$ cat config.mk
export PLATFORM = sky130hd
export DESIGN_NAME = thcomp_scan_flat
export DESIGN_NICKNAME = d
export VERILOG_FILES = /design/src/rtl/thcomp_scan_if.sv /design/src/rtl/thcomp_scan.sv /design/src/flat_wrapper.sv
export SDC_FILE = /design/constraint.sdc
export NUM_CORES = 1
export LEC_CHECK = 0
export ABC_AREA = 1
export CAP_MARGIN = 20
export CORE_MARGIN = 2
export CORE_UTILIZATION = 54
export DETAILED_ROUTE_END_ITERATION = 10
export GPL_ROUTABILITY_DRIVEN = 1
export PLACE_DENSITY_LB_ADDON = 0.25
export SKIP_CTS_REPAIR_TIMING = 1
export SYNTH_ARGS = -nofsm -noshare
export SYNTH_HDL_FRONTEND = slang
export SYNTH_SLANG_ARGS = --single-unit
export TNS_END_PERCENT = 5
$ cat constraint.sdc
create_clock -name clk -period 6.2 [get_ports clk]
set_clock_uncertainty 0.2 [all_clocks]
set_input_delay 1.24 -clock clk [delete_from_list [all_inputs] [get_ports clk]]
set_output_delay 1.24 -clock clk [all_outputs]
set_load 0.03 [all_outputs]
$ cat src/rtl/thcomp_scan_if.sv
// Request/result bundle for the multi-channel threshold scanner; master drives the
// snapshot inputs and start, slave returns busy/finish and the scan results.
interface thcomp_scan_if #(
  parameter int WIDTH = 16,
  parameter int NCH   = 4,
  parameter int IDXW  = 2
);
  logic                 start;
  logic [NCH*WIDTH-1:0] metric_in;
  logic [WIDTH-1:0]     threshold;
  logic                 ge_mode;
  logic                 busy;
  logic                 finish;
  logic [NCH-1:0]       hit_mask;
  logic                 any_hit;
  logic [WIDTH-1:0]     peak_val;
  logic [IDXW-1:0]      peak_idx;

  modport master (
    output start, metric_in, threshold, ge_mode,
    input  busy, finish, hit_mask, any_hit, peak_val, peak_idx
  );

  modport slave (
    input  start, metric_in, threshold, ge_mode,
    output busy, finish, hit_mask, any_hit, peak_val, peak_idx
  );
endinterface

$ cat src/rtl/thcomp_scan.sv
// Snapshot NCH metrics + threshold on start, compare one channel per clock, publish hit mask with a
// one-cycle finish after NCH cycles. Define THCOMP_SCAN_PEAK_EN to also report the peak metric and its channel.
module thcomp_scan #(
  parameter int WIDTH = 16,
  parameter int NCH   = 4,
  parameter int IDXW  = 2
) (
  input  logic          clk,
  input  logic          rst_n,
  thcomp_scan_if.slave  bus
);

  typedef enum logic [1:0] {IDLE, SCAN, DONE} state_t;

  state_t             state, state_nxt;
  logic               accept;
  logic               busy_c, finish_c;

  logic [WIDTH-1:0]   snap [NCH];
  logic [WIDTH-1:0]   snap_thr;
  logic               snap_ge;
  logic [IDXW-1:0]    idx;
  logic [NCH-1:0]     work, work_nxt;
  logic [NCH-1:0]     hit_q;
  logic               any_q;

  logic               last;
  logic [WIDTH-1:0]   cur;
  logic               cur_hit;

  assign last     = (idx == IDXW'(NCH - 1));
  assign cur      = snap[idx];
  assign cur_hit  = snap_ge ? (cur >= snap_thr) : (cur > snap_thr);
  assign work_nxt = work | (NCH'(cur_hit) << idx);

  always_ff @(posedge clk or negedge rst_n) begin
    if (!rst_n) state <= IDLE;
    else        state <= state_nxt;
  end

  always_comb begin
    state_nxt = state;
    accept    = 1'b0;
    busy_c    = 1'b0;
    finish_c  = 1'b0;
    case (state)
      IDLE: begin
        if (bus.start) begin
          accept    = 1'b1;
          state_nxt = SCAN;
        end
      end
      SCAN: begin
        busy_c = 1'b1;
        if (last) state_nxt = DONE;
      end
      DONE: begin
        busy_c   = 1'b1;
        finish_c = 1'b1;
        if (bus.start) begin
          accept    = 1'b1;
          state_nxt = SCAN;
        end else begin
          state_nxt = IDLE;
        end
      end
      default: state_nxt = IDLE;
    endcase
  end

  // Inputs are captured only on accept so the scan is immune to later input changes.
  always_ff @(posedge clk or negedge rst_n) begin
    if (!rst_n) begin
      for (int k = 0; k < NCH; k++) snap[k] <= '0;
      snap_thr <= '0;
      snap_ge  <= 1'b0;
      idx      <= '0;
      work     <= '0;
      hit_q    <= '0;
      any_q    <= 1'b0;
    end else if (accept) begin
      for (int k = 0; k < NCH; k++) snap[k] <= bus.metric_in[k*WIDTH +: WIDTH];
      snap_thr <= bus.threshold;
      snap_ge  <= bus.ge_mode;
      idx      <= '0;
      work     <= '0;
    end else if (state == SCAN) begin
      work <= work_nxt;
      if (last) begin
        hit_q <= work_nxt;
        any_q <= |work_nxt;
      end else begin
        idx <= idx + 1'b1;
      end
    end
  end

  assign bus.busy     = busy_c;
  assign bus.finish   = finish_c;
  assign bus.hit_mask = hit_q;
  assign bus.any_hit  = any_q;

`ifdef THCOMP_SCAN_PEAK_EN
  logic [WIDTH-1:0] pk_val, pk_val_nxt, pv_q;
  logic [IDXW-1:0]  pk_idx, pk_idx_nxt, pi_q;

  // Channel 0 seeds the tracker; strictly-greater replacement keeps the lowest index on ties.
  always_comb begin
    pk_val_nxt = pk_val;
    pk_idx_nxt = pk_idx;
    if (idx == '0 || cur > pk_val) begin
      pk_val_nxt = cur;
      pk_idx_nxt = idx;
    end
  end

  always_ff @(posedge clk or negedge rst_n) begin
    if (!rst_n) begin
      pk_val <= '0;
      pk_idx <= '0;
      pv_q   <= '0;
      pi_q   <= '0;
    end else if (accept) begin
      pk_val <= '0;
      pk_idx <= '0;
    end else if (state == SCAN) begin
      pk_val <= pk_val_nxt;
      pk_idx <= pk_idx_nxt;
      if (last) begin
        pv_q <= pk_val_nxt;
        pi_q <= pk_idx_nxt;
      end
    end
  end

  assign bus.peak_val = pv_q;
  assign bus.peak_idx = pi_q;
`else
  assign bus.peak_val = '0;
  assign bus.peak_idx = '0;
`endif

endmodule

$ cat src/flat_wrapper.sv
// flat-port wrapper written by rule: the top's interface ports become plain ports
module thcomp_scan_flat 
#(
  parameter int WIDTH = 16,
  parameter int NCH   = 4,
  parameter int IDXW  = 2
)
  (clk, rst_n, bus_start, bus_metric_in, bus_threshold, bus_ge_mode, bus_busy, bus_finish, bus_hit_mask, bus_any_hit, bus_peak_val, bus_peak_idx);
  thcomp_scan_if #(.WIDTH(WIDTH), .NCH(NCH), .IDXW(IDXW)) bus_i ();
  input  logic clk;
  input  logic rst_n;
  input wire logic [$bits(bus_i.start)-1:0] bus_start;
  input wire logic [$bits(bus_i.metric_in)-1:0] bus_metric_in;
  input wire logic [$bits(bus_i.threshold)-1:0] bus_threshold;
  input wire logic [$bits(bus_i.ge_mode)-1:0] bus_ge_mode;
  output wire logic [$bits(bus_i.busy)-1:0] bus_busy;
  output wire logic [$bits(bus_i.finish)-1:0] bus_finish;
  output wire logic [$bits(bus_i.hit_mask)-1:0] bus_hit_mask;
  output wire logic [$bits(bus_i.any_hit)-1:0] bus_any_hit;
  output wire logic [$bits(bus_i.peak_val)-1:0] bus_peak_val;
  output wire logic [$bits(bus_i.peak_idx)-1:0] bus_peak_idx;
  assign bus_i.start = bus_start;
  assign bus_i.metric_in = bus_metric_in;
  assign bus_i.threshold = bus_threshold;
  assign bus_i.ge_mode = bus_ge_mode;
  assign bus_busy = bus_i.busy;
  assign bus_finish = bus_i.finish;
  assign bus_hit_mask = bus_i.hit_mask;
  assign bus_any_hit = bus_i.any_hit;
  assign bus_peak_val = bus_i.peak_val;
  assign bus_peak_idx = bus_i.peak_idx;
  thcomp_scan #(.WIDTH(WIDTH), .NCH(NCH), .IDXW(IDXW)) u_core (.clk(clk), .rst_n(rst_n), .bus(bus_i));
endmodule
# After elaboration in Yosys (flattened, before gate mapping)
# Cells that the tools add are included.
# Widths: inputs -> output; s select.
[word_totals]
ff_bits = 94
in_bits = 84
elab_cells = 50
out_inout_bits = 25
[op_classes]
n_eq_ne = 6
n_lt_le_gt_ge = 3
n_addsub = 1
reduce_logical = 8
n_mux = 17
shift = 1
bitwise_logic = 3
[ops]
columns = ["operator", "n"]
rows = [
  ["$bmux 16 s2", 1],
  ["$mux 16", 2],
  ["$ge 16x16->1", 1],
  ["$gt 16x16->1", 1],
  ["$mux 2", 5],
  ["$mux 4", 2],
  ["$mux 1", 6],
  ["$pmux 2 s3", 1],
  ["$eq 2x2->1 const B", 2],
  ["$ne 2x1->1 const B", 2],
  ["$or 4x4->4", 1],
  ["$reduce_and 2->1", 2],
  ["$reduce_or 2->1", 2],
  ["$reduce_or 4->1", 1],
  ["$shl 1x2->4", 1],
  ["$ge 3x3->1 const B", 1],
  ["$not 2->3", 1],
  ["$reduce_and 3->1", 1],
  ["$add 2x1->2 const B", 1],
  ["$eq 2x1->1 const B", 1],
  ["$logic_not 2->1", 1],
  ["$ne 2x2->1 const B", 1],
  ["$reduce_bool 2->1", 1],
  ["$not 1->1", 1],
]

# Depth between registers and ports, before layout
# Gate-level depths: netlist (run 1).
[logic_depth]
depth_word = 10
mapped_depth = 19

# Worst setup path after synthesis (run 1)
# No wires, ideal clock.
[synth_timing]
path_type = "register to register"
start = "register u_core.idx[0]"
end = "register u_core.any_q, in the netlist u_core.bus.any_hit"
period_less_slack_ps = 2488
arrival_ps = 2166
setup_slack_ps = 3712
path_stages_with_launch = 16
path_cell_list = "dfrtp_1 > buf_6 > inv_1 > buf_1 > nor2_1 > o22ai_1 > ha_1 > a21o_1 > nor2_1 > nand2_1 > nor2_2 > nand2_4 > nand4_1 > nand2_1 > nor2_1 > a21oi_1"
[synth_between]
elab_chain_len = 9
elab_cells_between_ends = 12
classes_between = "order compare (2); eq/ne (1); shift (1); mux (4); bitwise (2); reduce/logical (2)"
[synth_lines]
columns = ["item", "line_no", "text"]
rows = [
  ["start: declaration", "thcomp_scan.sv:22", "logic [IDXW-1:0] idx;"],
  ["start signal: assignment", "thcomp_scan.sv:93", "idx <= idx + 1'b1;"],
  ["$not 2->3 (not written as such)", "thcomp_scan.sv:32", "assign cur = snap[idx];"],
  ["$bmux 16 s2", "thcomp_scan.sv:32", ""],
  ["$mux 16 (not written as such) (2 in series)", "thcomp_scan.sv:32", ""],
  ["$gt 16x16->1 or $ge 16x16->1 (tied branches)", "thcomp_scan.sv:33", "assign cur_hit = snap_ge ? (cur >= snap_thr) : (cur > snap_thr);"],
  ["$mux 1", "thcomp_scan.sv:33", ""],
  ["$shl 1x2->4", "thcomp_scan.sv:34", "assign work_nxt = work | (NCH'(cur_hit) << idx);"],
  ["$or 4x4->4", "thcomp_scan.sv:34", ""],
  ["$reduce_or 4->1", "thcomp_scan.sv:91", "any_q <= |work_nxt;"],
  ["end signal: assignment", "thcomp_scan.sv:91", ""],
  ["end: declaration", "thcomp_scan.sv:25", "logic any_q;"],
]
# Parallel ways exist; a longest one is shown, timed or not. The select of a mux whose other input is x is not followed.
# A chain may end at the register's enable or synchronous reset.

# Worst setup path in the final report (run 1)
[layout_timing]
start = "input bus_start"
end = "register u_core.snap_thr[11]"
[layout_between]
elab_chain_len = 2
[layout_lines]
columns = ["item", "line_no", "text"]
rows = [
  ["start: declaration", "flat_wrapper.sv:12", "input wire logic [$bits(bus_i.start)-1:0] bus_start;"],
  ["$mux 1", "thcomp_scan.sv:48, thcomp_scan.sv:60", ""],
  ["$mux 1", "n/a", ""],
  ["end signal: assignment", "thcomp_scan.sv:83", "snap_thr <= bus.threshold;"],
  ["end: declaration", "thcomp_scan.sv:20", "logic [WIDTH-1:0] snap_thr;"],
]
# No other way between the ends.

==> results of run 1 <==
==> area by class of cell <==
type | count | area [sq um]
flip-flops and latches | 94 | 2350
clock inverters | 6 | 109
fillers | 706 | 2750
well taps | 108 | 135
repair buffers | 94 | 928
multi-input cells | 428 | 2000
inverters | 40 | 150
clock buffers | 10 | 128
==> registers in the layout (all words and copies together) (netlist names) <==
signal and count:
u_core.bus.hit_mask 4, u_core.bus.any_hit 1, u_core.snap_ge 1, u_core.work 4
u_core.snap_thr 16, u_core.state 2, u_core.idx 2, u_core.snap 64
==> cells in the mapped netlist, types with 2 or more instances <==
master    number  area share
a21o_1         2      0.0032
a21oi_1       10       0.011
buf_2          8      0.0085
buf_4         18       0.029
buf_6          2      0.0048
clkbuf_1      17       0.014
dfrtp_1       94        0.50
ha_1          22       0.059
inv_1         40       0.032
nand2_1      239        0.19
nand2_2        3      0.0040
nand4_1        4      0.0053
nor2_1        49       0.039
nor2_4         2      0.0048
o21ai_0       54       0.058
o21ai_1        4      0.0043
o22ai_1       15       0.020
==> power groups by stage <==
stage | sequential (uW) | combinational (uW) | clock (uW)
floorplan | 1040 | 1050 | 0
global placement | 1050 | 1340 | 0
detailed placement | 1060 | 1390 | 0
CTS | 1050 | 1410 | 486
global route | 1090 | 1610 | 511
finish | 1060 | 1400 | 479
==> kinds of logic after synthesis <==
| logic type | count (synthesis) | synth area share |
|---|---|---|
| AND/OR/NAND/NOR | 299 | 0.248 |
| adder cells (fa/ha/maj) | 22 | 0.0587 |
| flip-flops | 94 | 0.501 |
| buffers and inverters | 86 | 0.0885 |
| AO/OA/AOI/OAI | 89 | 0.102 |
| other | 1 | 0.000799 |
==> per-layer routing <==
layer	vias up	wire length [um]	GRT usage
met4	0	248	0.0855
met2	135	4610	0.345
li1	1969	-	-
met3	21	594	0.0388
met1	1807	5150	0.360
met5	-	0	0
==> worst paths after layout <==
check | slack [ns] | end | start
hold reg to reg | 0.28 | u_core.snap[29] | u_core.snap[29]
min in group asynchronous | 0.70 | u_core.snap_thr[2] | rst_n
hold / removal | 0.28 | u_core.snap[29] | u_core.snap[29]
setup reg to reg | 2.93 | u_core.bus.any_hit | u_core.idx[1]
max in group asynchronous | 4.07 | u_core.snap[7] | rst_n
setup / recovery | 2.69 | u_core.snap_thr[11] | bus_start
==> cells in the final DEF, fill, tap and decap left out, types with 2 or more instances in the layout <==
| cell | count |
|---|---|
| nand2_1 | 239 |
| dfrtp_1 | 94 |
| clkdlybuf4s50_1 | 89 |
| o21ai_0 | 54 |
| nor2_1 | 49 |
| inv_1 | 39 |
| ha_1 | 22 |
| conb_1 | 18 |
| o22ai_1 | 15 |
| a21oi_1 | 10 |
| clkbuf_8 | 9 |
| buf_4 | 5 |
| nand4_1 | 4 |
| o21ai_1 | 4 |
| nand2_2 | 3 |
| bufinv_16 | 3 |
| a21o_1 | 2 |
| nor2_4 | 2 |
| clkinv_2 | 2 |
==> worst max-delay path: stages <==
cell             delay, ns
clkdlybuf4s50_1       0.55
o21ai_4               0.07
buf_4                 0.33
inv_2                 0.57
buf_4                 0.57
o21ai_0               0.15
==> metrics by stage <==
| stage | area [sq um] | worst slack, ns | util |
|---|---|---|---|
| after floorplan | 4760 | 3.71 | - |
| after global placement | 5560 | 2.41 | 0.650 |
| after detailed placement | 5560 | 2.30 | 0.650 |
| after CTS | 5800 | 2.70 | 0.678 |
| after global routing | 5800 | 2.49 | 0.678 |
| final | 5800 | 2.69 | 0.678 |
==> flow_metrics.py, run 1 <==
metrics = {
    "outcome": {
        "status": "completed",
    },
    "floorplan": {
        "die_x_um": 97.2,
        "chipHeight_um": 97.2,
        "design.die.area_sq_um": 9450,
        "std_cell_rows": 34,
        "ios": 109,
        "design.core.area_sq_um": 8550,
        "initial_cell_density_of_the_core": 0.549,
    },
    "power_and_ir_drop": {
        "seqPwrFrac": 0.360,
        "power_frac_comb": 0.477,
        "leakagePower_uw": 0.00294,
        "sw_frac_of_total": 0.424,
        "maximum_ir_drop_on_the_vdd_rail_uv": 174,
        "p_int_uw": 1690,
        "clock_power_share": 0.163,
        "power_density_nw_per_um2": 507,
        "fin_total_pwr_uw": 2940,
        "netSwitchingPower_uw": 1250,
    },
    "cts": {
        "clock_tree.root_cell": "clkbuf_8",
        "htree_levels": 3,
        "clock_latency_ns": 0.35,
        "max-clock-path-buffers": 2,
        "cts.clk_slew.worst_paths_ns": 0.09,
        "clock_sinks": 94,
        "tritoncts": "built",
        "cts_bufs_inserted": 9,
    },
    "sta": {
        "finalHoldViolations": 0,
        "worst_hold_slack_ns": 0.284,
        "layout_min_cycle_time_ns": 3.51,
        "grt_setup_unrepaired": "false",
        "setup-tns-final_ns": 0,
        "maxSlewViolCount": 0,
        "worst-slew-pin-transition_ns": 0.972,
        "maxClockFrequency_mhz": 285,
        "finalSetupViolations": 0,
        "max_slew_margin": 0.351,
        "timing.final.crit_share": 0.566,
    },
    "place": {
        "gp_congestion": 0.794,
        "total_of_buffers_placed_on_input_and_output_ports": 90,
        "numPlacedInstances": 764,
        "detailed_place_hpwl_um": 7240,
    },
    "drt": {
        "routed_wl_um": 10600,
        "vias": 3932,
        "remaining_drc_errors": 0,
        "route.detailed.wl_per_inst_um": 13.6,
        "drt.antenna.violating_nets": 0,
        "route.detailed.vias_per_inst": 5.04,
        "first_iter_violations": 252,
        "drt_pass1_iterations": 5,
    },
    "yosys": {
        "flop_and_latch_count_out_of_synthesis": 94,
        "synthesis.instances": 591,
        "synth.yosys.seq_area_share": 0.501,
        "synth-async-reset-ratio": 1.00,
        "synthFlopType": "dfrtp_1",
        "synth-edff-count": 0,
        "yosys_warnings": 0,
        "synth_area_sq_um": 4690,
        "syn_area_per_cell_sq_um": 7.94,
        "synth.lib_cells_used.distinct": 25,
    },
    "cells_and_area": {
        "finish.net_count": 773,
        "flow.area_growth_from_synthesis_pct": 23.6,
        "stdcell_count": 780,
        "final_layout_size_suffix_gt1_frac": 0.0432,
        "insertedDiodeCount": 0,
    },
    "grt": {
        "overflow": 0,
        "maximum_number_of_pins_on_one_net_before_global_route_repair": 69,
        "global_route_wire_length_before_repair_um": 18100,
        "grt_antenna_before_repair": 0,
        "gr-usage-all-layers": 0.236,
        "first_global_vias": 3811,
    },
    "critical_path": {
        "path_class": "in -> reg",
        "reg2regPathDepth": 13,
        "worst_setup_path_start_kind": "primary input",
        "worst_ep_arrival_time_ns": 3.53,
        "crit_path_required_time_ns": 6.22,
        "critical_path.max_fanout": 68,
        "endpoint_class_of_the_critical_path": "register",
    },
    "worst_hold_path": {
        "worst_hold_path_stage_count": 2,
        "class_of_the_most_critical_hold_timing_path": "reg -> reg",
    },
    "run": {
        "timing.max_cap.violations": 0,
    },
}
Power figures use the tool's default switching activity.
==> run 2, diff against run 1 <==
--- a/config.mk
+++ b/config.mk
@@ -8,7 +8,7 @@
 export ABC_AREA = 1
 export CAP_MARGIN = 20
 export CORE_MARGIN = 2
-export CORE_UTILIZATION = 54
+export CORE_UTILIZATION = 50
 export DETAILED_ROUTE_END_ITERATION = 10
 export GPL_ROUTABILITY_DRIVEN = 1
 export PLACE_DENSITY_LB_ADDON = 0.25
==> constraint.sdc (replaced) <==
create_clock -name clk -period 3.65 [get_ports clk]
set_clock_uncertainty 0.2 [all_clocks]
set_input_delay 0.73 -clock clk [delete_from_list [all_inputs] [get_ports clk]]
set_output_delay 0.73 -clock clk [all_outputs]
set_load 0.03 [all_outputs]
==> flow_metrics.py, run 2 (synthesized netlist as in run 1, its figures left out) <==
metrics = {
    "drt": {
        "remaining_drc_errors": 0,
        "drt.antenna.violating_nets": 0,
        "route.detailed.wl_per_inst_um": 13.9,
        "drt_pass1_iterations": 4,
        "first_iter_violations": 203,
        "vias": 3975,
        "route.detailed.vias_per_inst": 5.07,
        "routed_wl_um": 10900,
    },
    "cts": {
        "max-clock-path-buffers": 2,
        "cts_bufs_inserted": 9,
        "tritoncts": "built",
        "clock_tree.root_cell": "clkbuf_8",
        "clock_sinks": 94,
        "clock_latency_ns": 0.37,
        "htree_levels": 3,
        "cts.clk_slew.worst_paths_ns": 0.10,
    },
    "floorplan": {
        "chipHeight_um": 101,
        "die_x_um": 101,
        "std_cell_rows": 35,
        "design.core.area_sq_um": 9150,
        "ios": 109,
        "design.die.area_sq_um": 10200,
        "initial_cell_density_of_the_core": 0.513,
    },
    "grt": {
        "first_global_vias": 3855,
        "global_route_wire_length_before_repair_um": 18100,
        "overflow": 0,
        "maximum_number_of_pins_on_one_net_before_global_route_repair": 54,
        "grt_antenna_before_repair": 0,
        "gr-usage-all-layers": 0.228,
    },
    "power_and_ir_drop": {
        "seqPwrFrac": 0.370,
        "p_int_uw": 2760,
        "maximum_ir_drop_on_the_vdd_rail_uv": 418,
        "power_density_nw_per_um2": 852,
        "sw_frac_of_total": 0.439,
        "leakagePower_uw": 0.00293,
        "netSwitchingPower_uw": 2170,
        "clock_power_share": 0.145,
        "power_frac_comb": 0.485,
    },
    "cells_and_area": {
        "multi_input_comb_area_sq_um": 2000,
        "most_common_cell_after_layout_fill_and_taps_aside": "nand2_1",
        "sequential_cell_area_sq_um": 2350,
        "finish.net_count": 774,
        "insertedDiodeCount": 0,
        "registers_with_the_most_flip_flops": "u_core.snap x64, u_core.snap_thr x16",
        "flow.area_growth_from_synthesis_pct": 23.4,
        "num-fill-cells": 812,
        "layout.cells.most_common_list": "nand2_1, dfrtp_1, clkdlybuf4s50_1",
        "postLayoutCoreUtil": 0.633,
        "largest_register_ff_count": 64,
        "register_with_the_most_flip_flops": "u_core.snap",
        "stdcell_count": 784,
        "final_layout_size_suffix_gt1_frac": 0.0461,
    },
    "place": {
        "numPlacedInstances": 768,
        "total_of_buffers_placed_on_input_and_output_ports": 90,
        "gp_congestion": 0.937,
        "detailed_place_hpwl_um": 7930,
    },
    "critical_path": {
        "crit_path_required_time_ns": 3.72,
        "path_class": "reg -> reg",
        "timing.rr.start": "u_core.idx[1]",
        "startpoint": "u_core.idx[1]",
        "worst_setup_path_start_kind": "register",
        "worst_ep_arrival_time_ns": 3.07,
        "endpoint_class_of_the_critical_path": "register",
        "critical_path.max_fanout": 20,
        "reg2regPathDepth": 13,
    },
    "sta": {
        "worst-slew-pin-transition_ns": 0.923,
        "layout_min_cycle_time_ns": 3.00,
        "maxSlewViolCount": 0,
        "maxClockFrequency_mhz": 333,
        "finalSetupViolations": 0,
        "grt_setup_unrepaired": "false",
        "timing.final.crit_share": 0.822,
        "worst_hold_slack_ns": 0.145,
        "max_slew_margin": 0.384,
        "setup-tns-final_ns": 0,
        "finalHoldViolations": 0,
    },
    "outcome": {
        "status": "completed",
    },
    "worst_hold_path": {
        "class_of_the_most_critical_hold_timing_path": "in -> async",
    },
    "run": {
        "timing.max_cap.violations": 0,
    },
}
## run 2: cell types whose count changed in the layout (fill, tap and decap cells not counted)
cell	previous run	this run
clkbuf_1	1	0
buf_12	0	1
clkbuf_8	9	10
bufinv_16	3	1
clkinvlp_4	0	2
inv_6	1	2
clkinv_2	2	1
## run 2: worst max-delay path, cell delays in order, from the launching register on
cell     delay, ns
dfrtp_1       0.69
inv_1         0.41
o21ai_0       0.19
o22ai_1       0.12
ha_1          0.29
nand2_1       0.06
nor2_1        0.17
nand2_2       0.10
nor2_4        0.12
nand2_1       0.11
nand4_1       0.15
nand2_1       0.09
nor2_1        0.11
a21oi_1       0.07
## run 2: path summary, 6_finish.rpt
kind / slack [ns] / end
min in group clk: 0.28 / u_core.snap[23]
worst min register to register: 0.28 / u_core.snap[23]
worst max register to register: 0.65 / u_core.bus.any_hit
worst min-delay path: 0.15 / u_core.snap_thr[13]
max in group asynchronous: 2.43 / u_core.snap[61]
worst max-delay path: 0.65 / u_core.bus.any_hit
## run 2: power by group through the flow
stage	Clock [uW]	Sequential, uW	Combinational (uW)
2_1_floorplan	0	1760	1780
3_3_place_gp	0	1820	2280
3_5_place_dp	0	1830	2380
4_1_cts	725	1820	2390
5_1_grt	764	1870	2740
6_report	715	1830	2390
## run 2: metal layers
layer	share of wire	track usage	vias up	routed length, um
met5	0	0	-	0
met4	0.013	0.0811	0	145
met3	0.057	0.0368	15	622
met2	0.45	0.349	128	4890
met1	0.48	0.331	1865	5240
li1	-	-	1967	-
## run 2: metrics by stage
step	instance area [sq um]	power (uW)	setup WS, ns
after floorplan	4760	3550	1.16
after global placement	5590	4100	0.837
after detailed placement	5590	4220	0.734
after CTS	5790	4940	0.724
after global routing	5790	5380	0.412
final	5790	4930	0.649
## run 2: final cells by class
| cell class | instances | area share |
|---|---|---|
| repair buffers | 95 | 0.164 |
| multi-input cells | 428 | 0.345 |
| well taps | 111 | 0.0240 |
| clock buffers | 10 | 0.0238 |
| flip-flops and latches | 94 | 0.406 |
| inverters | 40 | 0.0259 |
| clock inverters | 6 | 0.0117 |
